### src/rtl/barrel_right_pipe.sv
// Pipelined right barrel shifter (logical / arithmetic / rotate), one log-stage per amount bit.
// Latency: SHW register stages, one op per cycle. Backpressure: per-stage enables, bubbles collapse, ready_o = en of stage 0.
// Output holds stable while valid_o && !ready_i.
module barrel_right_pipe #(
    parameter int WIDTH = 32,
    parameter int SHW   = $clog2(WIDTH)
) (
    input  logic             clk_i,
    input  logic             rst_i,
    input  logic [WIDTH-1:0] i_a,
    input  logic [SHW-1:0]   num_right_i,
    input  logic [1:0]       mode_i,
    input  logic             valid_i,
    output logic             ready_o,
    output logic [WIDTH-1:0] o_y,
    output logic             valid_o,
    input  logic             ready_i
);
    localparam logic [1:0] MODE_ARITH = 2'b01;
    localparam logic [1:0] MODE_ROT   = 2'b10;

    logic [WIDTH-1:0] data_q [SHW];
    logic [SHW-1:0]   amt_q  [SHW];
    logic [1:0]       mode_q [SHW];
    logic [SHW-1:0]   sign_q;
    logic [SHW-1:0]   vld_q;
    logic [SHW-1:0]   en;
    logic             unused_tail;

    // Fill source: sign bits for arithmetic, the operand itself for rotate, zeros otherwise (incl. reserved mode).
    function automatic logic [WIDTH-1:0] shift_step(
        input logic [WIDTH-1:0] d,
        input logic             do_shift,
        input int unsigned      n,
        input logic [1:0]       m,
        input logic             s
    );
        logic [WIDTH-1:0] fill;
        case (m)
            MODE_ARITH: fill = {WIDTH{s}};
            MODE_ROT:   fill = d;
            default:    fill = '0;
        endcase
        return do_shift ? ((d >> n) | (fill << (WIDTH - n))) : d;
    endfunction

    // en[k] = !v[k] || en[k+1], unrolled from the output side.
    always_comb begin
        logic acc;
        en  = '0;
        acc = ready_i;
        for (int k = SHW - 1; k >= 0; k--) begin
            acc   = acc | ~vld_q[k];
            en[k] = acc;
        end
    end

    always_ff @(posedge clk_i or posedge rst_i) begin
        if (rst_i) begin
            for (int k = 0; k < SHW; k++) begin
                data_q[k] <= '0;
                amt_q[k]  <= '0;
                mode_q[k] <= '0;
            end
            sign_q <= '0;
            vld_q  <= '0;
        end else begin
            if (en[0]) begin
                vld_q[0]  <= valid_i;
                data_q[0] <= shift_step(i_a, num_right_i[0], 1, mode_i, i_a[WIDTH-1]);
                amt_q[0]  <= num_right_i >> 1;
                mode_q[0] <= mode_i;
                sign_q[0] <= i_a[WIDTH-1];
            end
            // amt_q holds only the not-yet-applied bits, so bit 0 is always the next step.
            for (int k = 1; k < SHW; k++) begin
                if (en[k]) begin
                    vld_q[k]  <= vld_q[k-1];
                    data_q[k] <= shift_step(data_q[k-1], amt_q[k-1][0], 1 << k,
                                            mode_q[k-1], sign_q[k-1]);
                    amt_q[k]  <= amt_q[k-1] >> 1;
                    mode_q[k] <= mode_q[k-1];
                    sign_q[k] <= sign_q[k-1];
                end
            end
        end
    end

    assign ready_o     = en[0];
    assign valid_o     = vld_q[SHW-1];
    assign o_y         = data_q[SHW-1];
    assign unused_tail = ^{amt_q[SHW-1], mode_q[SHW-1], sign_q[SHW-1]};

endmodule

### config.mk
export PLATFORM = sky130hd
export DESIGN_NAME = barrel_right_pipe
export DESIGN_NICKNAME = d
export VERILOG_FILES = /design/src/rtl/barrel_right_pipe.sv
export SDC_FILE = /design/constraint.sdc
export NUM_CORES = 1
export LEC_CHECK = 0
export BUFFER_PORTS_ARGS = -buffer_cell sky130_fd_sc_hd__buf_2
export CORE_MARGIN = 2
export CORE_UTILIZATION = 60
export DETAILED_ROUTE_END_ITERATION = 6
export GPL_ROUTABILITY_DRIVEN = 0
export HOLD_SLACK_MARGIN = 0.03
export PLACE_DENSITY = 0.8
export REMOVE_ABC_BUFFERS = 1
export SLEW_MARGIN = 20
export SYNTH_ARGS = -nofsm -noshare
export SYNTH_HDL_FRONTEND = slang
export SYNTH_SLANG_ARGS = --single-unit
### constraint.sdc
create_clock -name clk_i -period 9 [get_ports clk_i]
set_clock_uncertainty 0.15 [all_clocks]
set_input_delay 1.8 -clock clk_i [delete_from_list [all_inputs] [get_ports clk_i]]
set_output_delay 1.8 -clock clk_i [all_outputs]
set_load 0.005 [all_outputs]
==> impl_metrics.yaml <==
critical_path:
  reg2reg_depth: 3
  r2r_end: "sign_q[2]$_DFFE_PP0P_"
  crit_path_top_delay_cell: "and4b_4"
  r2r_start: "vld_q[4]$_DFFE_PP0P_"
  cpPeakStageDelay_ns: 0.76
  cpMostUsedCell: "buf_2"
  crit_arrival_ns: 3.50
  crit_path_end: "ready_o"
  critPathLaunchType: "input port"
  rrSetupSlack_ns: 6.50
  end_kind: "primary output"
  path_cells: "buf_2, and4b_4, and3_4, inv_1, buf_2"
  crit_required_ns: 7.05
  startpoint: "ready_i"
  worstSetupPathType: "input port to primary output"
  crit_fanout: 57
cts:
  clockBufferDepth: 2
  clk_pin_slew_worst_paths_ns: 0.06
  cts_sinks: 187
  cts_made_buffers: 17
  cts-resized-gates: 0
  cts_tree: "built"
  cts_hold_buf: 0
  worst_skew_pair.late_latency_ns: 0.43
  htree_levels: 4
  post_cts_buffers: 0
  cts-root-buf: "clkbuf_16"
die:
  core_area_um2: 15150
  ioPinCount: 77
  dieArea_um2: 16440
  die_w_um: 128.2
  num_rows: 45
  die_height_um: 128.2
  start_util: 0.6112
logic_synthesis:
  ys_seq_elements: 187
  async_flop_share: 1.000
  synth_area_per_cell_um2: 10.37
  synth-seq-area-share: 0.5055
  syn-instance-count: 893
  ys_types: 37
  synth-main-ff-cell: "dfrtp_1"
  synth-edff-count: 0
  synth_area_um2: 9256
  yosys_warnings: 0
grt:
  grt_pass1_vias: 6069
  grt_pass1_wl_mm: 29.99
  grt_start_max_net_pins: 124
  gr-total-overflow: 0
  grt.total_usage: 0.2276
  antenna_found_initial: 0
timing:
  fin_ws_ns: 3.550
  maxSlewViolCount: 0
  setup_tns_ns: 0
  slew-limit-headroom: 0.3931
  tightest_slew_ns: 0.9103
  hold_viol: 0
  rsz0062_at_grt: "no"
  period_needed_ns: 5.450
  fmax_ghz: 0.1835
  finalCritPeriodShare: 0.6055
  setup_viol: 0
cells_and_area:
  layout_common_cells: "dfrtp_1 (186), mux2i_1 (131), o21ai_0 (124), buf_2 (76), nand2_1 (64)"
  n_antenna_cell: 0
  drive_above_1_share: 0.1508
  fin_nets: 935
  nFillCells: 1234
  fin_cells: 1083
  area_growth_syn_to_layout_pct: 6.948
  final_common_cell: "dfrtp_1"
drt:
  drc: 0
  vias: 6294
  ant_nets: 0
  post_drt_wl_per_cell_um: 16.12
  wl_mm: 17.46
  firstDrtPassIters: 5
  drt-initial-drc-count: 492
  viasPerCell: 5.812
hold_path:
  min_path_type: "register to register"
power:
  ir_worst_vdd_mv: 0.1680
  power_density_nw_per_um2: 278.7
  p_leak_nw: 4.514
placed_design:
  dp_cells: 1051
  dp_slack_ns: 3.559
  dpl.hpwl_mm: 11.45
  portBuffers: 76
job:
  maxCapViolations: 0
outcome:
  status: "complete, no violations"
-- metal layers --
layer  part of all wire  global-route usage  wire (um)  up-vias
met2               0.47              0.3523       8190      129
li1                   -                   -          -     3110
met1               0.49              0.3252       8477     3032
met4              0.017             0.08016        298        0
met5                  0                   0          0        -
met3              0.028             0.04090        489       23
-- layout make-up --
class | instances | area (um2) | share of cell area
tap | 188 | 235.2 | 0.02376
clock inverter | 6 | 111.4 | 0.01125
multi-input combinational | 570 | 3859 | 0.3898
sequential | 187 | 4681 | 0.4728
inverter | 21 | 86.33 | 0.008721
timing repair buffer | 85 | 447.9 | 0.04525
clock buffer | 26 | 479.2 | 0.04841
-- how the worst min path moves through the flow --
stage	from	end	slack [ns]	depth (start not counted)
final	vld_q[2]$_DFFE_PP0P_	vld_q[3]$_DFFE_PP0P_	0.32	1
after global placement	vld_q[2]$_DFFE_PP0P_	vld_q[3]$_DFFE_PP0P_	0.30	1
after CTS	vld_q[2]$_DFFE_PP0P_	vld_q[3]$_DFFE_PP0P_	0.32	1
after floorplan	vld_q[2]$_DFFE_PP0P_	vld_q[3]$_DFFE_PP0P_	0.29	1
after detailed placement	vld_q[2]$_DFFE_PP0P_	vld_q[3]$_DFFE_PP0P_	0.31	1
after global routing	o_y[13]$_DFFE_PP0P_	o_y[13]$_DFFE_PP0P_	0.34	2
-- through the flow --
stage	power [W]	hold WS [ns]	area, um2	utilization
floorplan	0.001765	0.2854	8612	-
global placement	0.001986	0.2977	9303	0.6142
detailed placement	0.002019	0.3092	9303	0.6142
CTS	0.002772	0.3243	9893	0.6532
global route	0.002935	0.3432	9899	0.6536
finish	0.002759	0.3180	9899	0.6536
-- cell usage after synthesis (all sizes together), types with 2 or more instances --
cell | count | area share
buf | 78 | 0.054
or2 | 4 | 0.0027
nor2b | 21 | 0.014
nand3 | 34 | 0.018
and4b | 2 | 0.0026
a21oi | 46 | 0.025
a22oi | 8 | 0.0065
mux2i | 131 | 0.14
nand4 | 31 | 0.021
nand2 | 64 | 0.026
a22o | 22 | 0.021
o221ai | 8 | 0.0076
inv | 21 | 0.0085
a221oi | 4 | 0.0038
dfrtp | 187 | 0.51
ha | 10 | 0.014
clkbuf | 37 | 0.016
mux2 | 14 | 0.019
nand2b | 3 | 0.0020
o21a | 8 | 0.0065
o21ai | 129 | 0.070
nor2 | 24 | 0.0097
-- critical path: cells and delay by family --
kind / cells / cell delay [ns]
simple gates: 2 / 1.34
buf+inv: 3 / 0.31
-- power by group --
group          internal, W  leakage, nW  switching (W)
sequential         0.00110         2.24       0.000195
clock             0.000452        0.283       0.000298
combinational     0.000331         1.99       0.000386
total              0.00188         4.51       0.000879
-- registers in the layout, summed over array words and instances, names as in the netlist --
register / cells
amt_q: 10
data_q: 128
mode_q: 8
o_y: 32
sign_q: 4
vld_q: 5
-- kinds of logic (layout without fill, tap and decap cells) --
group | Yosys count | in the layout | share of synthesized area
multiplexers | 145 | 145 | 0.1603
adder cells (fa/ha/maj) | 10 | 10 | 0.01352
buffers and inverters | 136 | 138 | 0.07813
flip-flops | 187 | 187 | 0.5055
AND/OR/NAND/NOR | 188 | 188 | 0.1010
AO/OA/AOI/OAI | 227 | 227 | 0.1415
(Power assumes the default switching activity.)
